--- src/rtl/xgmii_pkg.sv ---
// Shared XGMII word constants and the TX arbiter state encoding.
package xgmii_pkg;

  localparam logic [63:0] XGMII_IDLE_D = 64'h0707070707070707;
  localparam logic [7:0]  XGMII_IDLE_C = 8'hFF;
  localparam logic [63:0] XGMII_ERR_D  = 64'hFEFEFEFEFEFEFEFE;
  localparam logic [7:0]  XGMII_ERR_C  = 8'hFF;

  localparam logic [7:0]  XGMII_START  = 8'hFB;
  localparam logic [7:0]  XGMII_TERM   = 8'hFD;

  typedef enum logic [1:0] {
    ST_IDLE  = 2'd0,
    ST_GRANT = 2'd1,
    ST_IFG   = 2'd2
  } arb_state_t;

endpackage

--- src/rtl/rr_pick.sv ---
// Combinational round-robin picker: first set request strictly after the
// last winner, wrapping. Kept standalone so the RX dispatch can reuse it.
module rr_pick #(
  parameter int NREQ = 2,
  parameter int IW   = (NREQ > 1) ? $clog2(NREQ) : 1
) (
  input  logic [NREQ-1:0] req,
  input  logic [IW-1:0]   last,
  output logic            valid,
  output logic [IW-1:0]   idx
);

  logic [IW-1:0] cand;

  // Scan from farthest to nearest offset so the nearest set request wins.
  always_comb begin
    valid = 1'b0;
    idx   = '0;
    cand  = '0;
    for (int off = NREQ; off >= 1; off--) begin
      cand = IW'((int'(last) + off) % NREQ);
      if (req[cand]) begin
        valid = 1'b1;
        idx   = cand;
      end
    end
  end

endmodule

--- src/rtl/xgmii_tx_arbiter.sv ---
// Whole-frame round-robin arbiter onto one XGMII TX path, with a fixed
// idle gap after every frame, link gating and an oversize-frame watchdog.
//
// state    | meaning
// ---------+------------------------------------------------------------
// ST_IDLE  | idle words out; arbitrate when link is up and anyone requests
// ST_GRANT | forward granted source one cycle late; end on eof or abort
// ST_IFG   | idle words out; count down the inter-frame gap
module xgmii_tx_arbiter
  import xgmii_pkg::*;
#(
  parameter int NREQ      = 2,
  parameter int IFG_WORDS = 2,
  parameter int MAX_WORDS = 1200
) (
  input  logic                xgmii_clk,
  input  logic                sys_rst,
  input  logic                link_up,
  input  logic [NREQ-1:0]     req,
  output logic [NREQ-1:0]     gnt,
  input  logic [NREQ*64-1:0]  src_txd,
  input  logic [NREQ*8-1:0]   src_txc,
  input  logic [NREQ-1:0]     src_eof,
  output logic [63:0]         xgmii_txd,
  output logic [7:0]          xgmii_txc,
  output logic                busy,
  output logic                trunc_pulse
);

  localparam int          IW       = $clog2(NREQ);
  localparam logic [15:0] WCNT_MAX = 16'(MAX_WORDS - 1);
  localparam logic [15:0] IFG_LOAD = 16'(IFG_WORDS - 1);

  arb_state_t      state_q, state_d;
  logic [NREQ-1:0] gnt_q, gnt_d;
  logic [IW-1:0]   cur_q, cur_d;
  logic [15:0]     wcnt_q, wcnt_d;
  logic [15:0]     ifg_q, ifg_d;
  logic [63:0]     txd_q, txd_d;
  logic [7:0]      txc_q, txc_d;
  logic            trunc_q, trunc_d;

  logic            pick_valid;
  logic [IW-1:0]   pick_idx;
  logic [63:0]     sel_txd;
  logic [7:0]      sel_txc;
  logic            sel_eof;

  rr_pick #(.NREQ(NREQ), .IW(IW)) u_rr_pick (
    .req   (req),
    .last  (cur_q),
    .valid (pick_valid),
    .idx   (pick_idx)
  );

  // cur_q is both the active grant and the round-robin last winner.
  assign sel_txd = src_txd[{cur_q, 6'b0} +: 64];
  assign sel_txc = src_txc[{cur_q, 3'b0} +: 8];
  assign sel_eof = src_eof[cur_q];

  // Next-state and next-output decode; idle word is the default output.
  always_comb begin
    state_d = state_q;
    gnt_d   = gnt_q;
    cur_d   = cur_q;
    wcnt_d  = wcnt_q;
    ifg_d   = ifg_q;
    txd_d   = XGMII_IDLE_D;
    txc_d   = XGMII_IDLE_C;
    trunc_d = 1'b0;
    case (state_q)
      ST_IDLE: begin
        if (link_up && pick_valid) begin
          gnt_d   = NREQ'(1) << pick_idx;
          cur_d   = pick_idx;
          wcnt_d  = '0;
          state_d = ST_GRANT;
        end
      end
      ST_GRANT: begin
        // eof is checked first so a terminate always goes out intact.
        if (sel_eof) begin
          txd_d   = sel_txd;
          txc_d   = sel_txc;
          gnt_d   = '0;
          ifg_d   = IFG_LOAD;
          state_d = ST_IFG;
        end else if (!link_up || (wcnt_q >= WCNT_MAX)) begin
          txd_d   = XGMII_ERR_D;
          txc_d   = XGMII_ERR_C;
          trunc_d = 1'b1;
          gnt_d   = '0;
          ifg_d   = IFG_LOAD;
          state_d = ST_IFG;
        end else begin
          txd_d = sel_txd;
          txc_d = sel_txc;
          if (wcnt_q != 16'hFFFF) wcnt_d = wcnt_q + 16'd1;
        end
      end
      ST_IFG: begin
        if (ifg_q == '0) state_d = ST_IDLE;
        else             ifg_d   = ifg_q - 16'd1;
      end
      default: begin
        state_d = ST_IDLE;
        gnt_d   = '0;
      end
    endcase
  end

  // State and output registers; reset drops straight to the idle word.
  always_ff @(posedge xgmii_clk or posedge sys_rst) begin
    if (sys_rst) begin
      state_q <= ST_IDLE;
      gnt_q   <= '0;
      cur_q   <= IW'(NREQ - 1);
      wcnt_q  <= '0;
      ifg_q   <= '0;
      txd_q   <= XGMII_IDLE_D;
      txc_q   <= XGMII_IDLE_C;
      trunc_q <= 1'b0;
    end else begin
      state_q <= state_d;
      gnt_q   <= gnt_d;
      cur_q   <= cur_d;
      wcnt_q  <= wcnt_d;
      ifg_q   <= ifg_d;
      txd_q   <= txd_d;
      txc_q   <= txc_d;
      trunc_q <= trunc_d;
    end
  end

  assign gnt         = gnt_q;
  assign xgmii_txd   = txd_q;
  assign xgmii_txc   = txc_q;
  assign trunc_pulse = trunc_q;
  assign busy        = (state_q != ST_IDLE);

endmodule

--- config.mk ---
export PLATFORM = sky130hd
export DESIGN_NAME = xgmii_tx_arbiter
export DESIGN_NICKNAME = d
export VERILOG_FILES = /design/src/rtl/xgmii_pkg.sv /design/src/rtl/rr_pick.sv /design/src/rtl/xgmii_tx_arbiter.sv
export SDC_FILE = /design/constraint.sdc
export NUM_CORES = 1
export LEC_CHECK = 0
export CAP_MARGIN = 10
export CORE_ASPECT_RATIO = 0.6
export CORE_MARGIN = 8
export CORE_UTILIZATION = 25
export DETAILED_ROUTE_END_ITERATION = 12
export GPL_TIMING_DRIVEN = 1
export PLACE_DENSITY = 0.52
export SYNTH_ARGS = -nofsm -noshare
export SYNTH_HDL_FRONTEND = slang
export SYNTH_SLANG_ARGS = --single-unit
--- constraint.sdc ---
create_clock -name xgmii_clk -period 8.05 [get_ports xgmii_clk]
set_clock_uncertainty 0.2 [all_clocks]
set_input_delay 0.805 -clock xgmii_clk [delete_from_list [all_inputs] [get_ports xgmii_clk]]
set_output_delay 0.805 -clock xgmii_clk [all_outputs]
set_load 0.005 [all_outputs]
; ---- Word level (Yosys, flattened, before mapping)
; Index checks and enable logic that the tools add are counted.
[word_totals]
register_bits = 110
inputBits = 151
out_inout_bits = 76
word_cells = 80
[op_classes]
n_addsub = 4
magnitude_cmp = 4
n_eq_ne = 10
n_shift = 3
mux = 37
bitwise = 1
n_reduce_logical = 13
[ops]
columns = op, n
row1 = 64-bit two-way mux, 3
row2 = 128-bit by 8-bit indexed part select with 64-bit output, 1
row3 = 16-bit two-way mux, 7
row4 = 16-bit one-hot mux with 2 select lines, 2
row5 = 8-bit two-way mux, 3
row6 = "16-bit by 1-bit adder with 16-bit output, second input constant", 1
row7 = "16-bit by 11-bit >= comparator with 1-bit output, second input constant", 1
row8 = 16-bit zero test, 1
row9 = "16-bit inequality test, second input constant", 1
row10 = 16-bit by 5-bit indexed part select with 8-bit output, 1
row11 = "16-bit by 1-bit subtractor with 16-bit output, second input constant", 1
row12 = 2-bit two-way mux, 7
row13 = 1-bit two-way mux, 13
row14 = "2-bit inequality test, second input constant", 6
row15 = 2-bit one-hot mux with 3 select lines, 2
row16 = 3-bit AND reduction, 3
row17 = "1-bit by 2-bit < comparator with 1-bit output, second input constant", 3
row18 = 2-bit nonzero test, 3
row19 = 5-bit AND reduction, 1
row20 = "3-bit inequality test, second input constant", 1
row21 = "1-bit adder, second input constant", 2
row22 = "2-bit by 1-bit == test with 1-bit output, second input constant", 1
row23 = "2-bit == test, second input constant", 1
row24 = 2-bit zero test, 1
row25 = 6 further kinds, 6

; ---- Depth between registers and ports, before layout
[depth]
depth_word = 8
ltp_mapped = 8
ltp_nobuf = 7

; ---- Hierarchy
; Synthesis repeated with hierarchy kept, for this count alone.
[unflattened]
hier_cells = 444
area_unflattened_um2 = 4972.3
[by_module_without_submodules]
columns = mod, instances, cells_per_inst, area_per_inst_um2, seq_area_each_um2
row1 = xgmii_tx_arbiter, 1, 442, 4958.5, 2793.9
row2 = rr_pick, 1, 2, 13.8, 0.0

; ---- Least setup slack after synthesis
; No wires, ideal clock.
[synth_timing]
kind = input to register
start = in src_eof[1]
end = reg ifg_q[3]
setup_ns = 0.066
t_arrival_ns = 2.122
required_time_ns = 7.784
path_slack_ns = 5.662
path_stages = 6
n_path_buf = 1
path_cell_list = mux2i_1 -> and4_1 -> a21o_1 -> buf_6 -> or4_1 -> nand2_1
[synth_between]
elab_chain_len = 4
elab_cells_between_ends = 6
classes_between = eq/ne: 1 / mux: 4 / reduce/logical: 1
[synth_lines]
columns = element, line_no
row1 = start: declaration, xgmii_tx_arbiter.sv:23  ; input logic [NREQ-1:0] src_eof,
row2 = 1-bit two-way mux (not written as such) * (2 in a row), xgmii_tx_arbiter.sv:59  ; assign sel_eof = src_eof[cur_q];
row3 = 3-bit inequality test (no source line) or 16-bit two-way mux (tied branches), n/a
row4 = 3-bit AND reduction (no source line) or 16-bit one-hot mux with 2 select lines (tied branches), n/a
row5 = end signal: assignment, xgmii_tx_arbiter.sv:128  ; ifg_q <= ifg_d;
row6 = end: declaration, xgmii_tx_arbiter.sv:38  ; logic [15:0] ifg_q, ifg_d;
; Every way passes the cells marked *; elsewhere a longest branch is shown, timed or not. The select of a mux whose other input is x is not followed.
; A chain may end at the register's enable or synchronous reset.

; ---- Worst setup path in the final report
[layout_timing]
start = reg cur_q
end = reg txd_q[12] (netlist: xgmii_txd[12])
[layout_between]
elab_chain_len = 4
elab_cells_between_ends = 6
classes_between = shift: 1 / mux: 5
[layout_lines]
columns = element, line_no
row1 = start: declaration, xgmii_tx_arbiter.sv:36  ; logic [IW-1:0] cur_q, cur_d;
row2 = start signal: assignment, xgmii_tx_arbiter.sv:117  ; cur_q <= IW'(NREQ - 1);
row3 = start signal: assignment, xgmii_tx_arbiter.sv:126  ; cur_q <= cur_d;
row4 = 128-bit by 8-bit indexed part select with 64-bit output or 1-bit two-way mux (tied branches), "xgmii_tx_arbiter.sv:57, xgmii_tx_arbiter.sv:59"
row5 = 64-bit two-way mux or 1-bit two-way mux (tied branches), "xgmii_tx_arbiter.sv:88, xgmii_tx_arbiter.sv:59"
row6 = 64-bit two-way mux *, xgmii_tx_arbiter.sv:82  ; if (sel_eof) begin
row7 = 64-bit two-way mux *, xgmii_tx_arbiter.sv:71  ; case (state_q)
row8 = named net txd_d[12], xgmii_tx_arbiter.sv:39  ; logic [63:0] txd_q, txd_d;
row9 = end signal: assignment, xgmii_tx_arbiter.sv:129  ; txd_q <= txd_d;
row10 = end: declaration, xgmii_tx_arbiter.sv:39
; Mark *: on every way through the listed nets, which the timed path passes. The rest lies on a longest branch. The select of a mux whose other input is x is not followed.

==> reports/metrics.csv <==
stage,metric,value,unit
outcome,status,completed,
clock_network,Sink Count,110,
floorplan,die area,0.02530,mm2
pwr,Switching Share,22.60,%
setup_path,Crit. End Element,flip-flop,
grt,largest net degree at the start of global routing,88,
routing,via-per-instance ratio,4.570,
pwr,Cell Pwr Density,137.7,mW/mm2
clock_network,Worst-path clk slew,80,ps
clock_network,Max H-tree Level,3,
final_layout,# diodes,0,
grt,busiest layer in global routing,met2,
routing,final WL,17710,um
clock_network,clock root buffer,clkbuf_16,
floorplan,Die Ht,126.5,um
timing,Max Fclk,291.9,MHz
grt,first-pass GRT wire length,26760,um
clock_network,TritonCTS clock tree,built,
final_layout,area delta synth->final,55.82,%
place,Detailed Place HPWL,13820,um
grt,All-Layer GR Usage,13.46,%
clock_network,Clock Tree Buf Depth,2,
pwr,worst vdd ir,0.1060,mV
place,I/O Buffers,226,
synth,Post-synth top cells,"77 x dfrtp_1, 76 x mux2i_1, 66 x o21ai_0, 40 x nand2_1, 33 x dfstp_2",
timing,final hold violations,0,
floorplan,FP Rows,40,
clock_network,Post-CTS Setup Bufs,0,
final_layout,Fill cells,1903,
worst_hold_path,worst min-delay path category,flip-flop to flip-flop,
pwr,Gate power share,9.4,%
synth,Yosys top cell area share,37.90,%
setup_path,Worst Setup Start Kind,flip-flop,
synth,"Seq/Total Area, Yosys",54.96,%
synth,Async SR Flop Fraction,100.0,%
timing,Sum Neg Setup Slack,0,ps
grt,met3 GRT Util,3.512,%
timing,Final Critical Period,3426,ps
pwr,switching power total,0.2465,mW
clock_network,TritonCTS Buffers,9,
place,GP Congestion,0.8654,
routing,initial drt markers,225,
synth,Mean Syn Cell Area,11.08,um2
synth,post-synth cell types,49,
setup_path,CP required,8100,ps
timing,Worst Max-Slew Pin Slew,1088,ps
synth,Seq cells post-synth,110,
pwr,Clk network pwr share,39.9,%
synth,post-synth top area cell,dfrtp_1,
routing,DRT Pass-1 Iters,4,
place,Post-DP Area,0.007612,mm2
pwr,leakage power,3.057,nW
timing,Final setup viols,0,
synth,Main synth FF type,dfrtp_1,
synth,Synth Instances,459,
final_layout,Final nets,828,
routing,WL/cell,18.61,um
routing,Via Count,4351,
synth,"EDFF count, synth",0,
timing,fin. max-slew vios,0,
grt,GR Util met2,21.87,%
floorplan,die width,200.1,um
setup_path,worst-path fanout max,41,
timing,Slew headroom,27.28,%
grt,met1 Usage GRT,17.87,%
final_layout,layout cells sized above 1,9.426,%
clock_network,Post-CTS Hold Fix Bufs,0,
synth,synth top area cells,"dfrtp_1 38%, dfstp_2 17%, mux2i_1 15%",
clock_network,# resized after CTS,0,
grt,gr ovfl total,0,
floorplan,Starting Density,25.46,%
setup_path,critical path arrival,3470,ps
timing,crit share post-route,42.56,%
setup_path,WS Path Type,flip-flop to flip-flop,
synth,Synth Net Count,613,
routing,"antenna viol nets, final",0,
timing,RSZ-0062 raised after global routing,no,
final_layout,design area,0.007921,mm2
flow_run,Max-Cap Viols,0,
synth,mapped cell area,0.005084,mm2
pwr,Pint,0.8443,mW
floorplan,I/O pin cnt,227,
routing,# DRC,0,
grt,initial antenna violation count,0,
synth,top-count cell post-synth,dfrtp_1,
clock_network,worst skew pair latency,350,ps
grt,vias in the first global route,4520,
synth,synth warn,0,
pwr,Reg power frac,50.7,%
floorplan,Core Footprint,0.01997,mm2
[kinds of logic after synthesis]
logic type / count (synthesis) / share of synthesized area, %
simple gates: 117 / 11.99
flops: 110 / 54.96
compound gates: 109 / 13.24
mux: 77 / 15.19
buf+inv: 39 / 3.200
xor+xnor: 4 / 0.6891
fa+ha+maj: 3 / 0.7384
[power by group through the flow]
stage,Clock [mW],Sequential (mW),Combinational [mW]
5_1_grt,0.476,0.553,0.111
3_5_place_dp,0,0.563,0.102
2_1_floorplan,0,0.563,0.0195
3_3_place_gp,0,0.563,0.102
6_report,0.436,0.553,0.102
4_1_cts,0.452,0.553,0.103
[flip-flops by register name (all words and copies together), names as in the netlist]
| name | count |
|---|---|
| cur_q | 1 |
| gnt | 2 |
| ifg_q | 16 |
| state_q | 2 |
| trunc_pulse | 1 |
| wcnt_q | 16 |
| xgmii_txc | 8 |
| xgmii_txd | 64 |
[cell type report]
class | count | area, um2 | area share, %
Clock buffer | 10 | 229.0 | 2.891
Clock inverter | 6 | 60.06 | 0.7582
Inverter | 11 | 43.79 | 0.5528
Multi-Input combinational cell | 310 | 2130 | 26.88
Sequential cell | 110 | 2798 | 35.32
Tap cell | 273 | 341.6 | 4.312
Timing Repair Buffer | 232 | 2320 | 29.28
[cell usage in the layout, fill, tap and decap left out, drive strengths merged, types with 2 or more instances in the layout]
master and n:
nand2b 2, o21ai 66, nor4b 3, ha 3, dfstp 33, nor2 21, nor4 2, a21o 3
buf 6, o31ai 11, nand4b 2, a21oi 10, nand3 11, nor3 3, or3 3, a21boi 2
clkdlybuf4s50 226, a31oi 5, dfrtp 77, and3 3, or4 12, o211ai 2, a2111oi 3, clkbuf 10
xnor2 4, inv 16, mux2i 76, nand3b 2, and4 2, nand2 40, and2 6
[worst paths after layout]
check	startpoint	end	slack, ps	depth (start not counted)
max	cur_q	xgmii_txd[12]	4620	4
min	wcnt_q[12]	wcnt_q[12]	300	1
max reg2reg	cur_q	xgmii_txd[12]	4620	4
min reg2reg	wcnt_q[12]	wcnt_q[12]	300	1
max in group asynchronous	sys_rst	xgmii_txd[33]	5930	4
min in group asynchronous	sys_rst	xgmii_txd[37]	560	2
[routing by layer]
layer | routed length, um | up-vias
met5 | 0 | -
met4 | 148 | 0
met3 | 1379 | 9
met2 | 8150 | 134
met1 | 8035 | 2132
li1 | - | 2076
[critical path: stages (launching register included)]
cell and delay [ps]:
dfstp_4 930, mux2i_1 580, a21boi_2 490, nand2_1 760, o21ai_0 340
[stage by stage]
step / utilization (%) / power, mW / hold slack (ps) / setup slack, ps / cells
finish: 39.67 / 1.091 / 297.0 / 4624 / 952
global route: 39.67 / 1.141 / 335.6 / 4307 / 952
CTS: 39.57 / 1.108 / 297.9 / 4532 / 951
detailed placement: 38.12 / 0.6656 / 276.3 / 4236 / 935
global placement: 38.12 / 0.6653 / 270.7 / 4434 / 935
floorplan: - / 0.5827 / 254.6 / 4197 / 459
No activity file was read; power rests on OpenSTA's default activity.
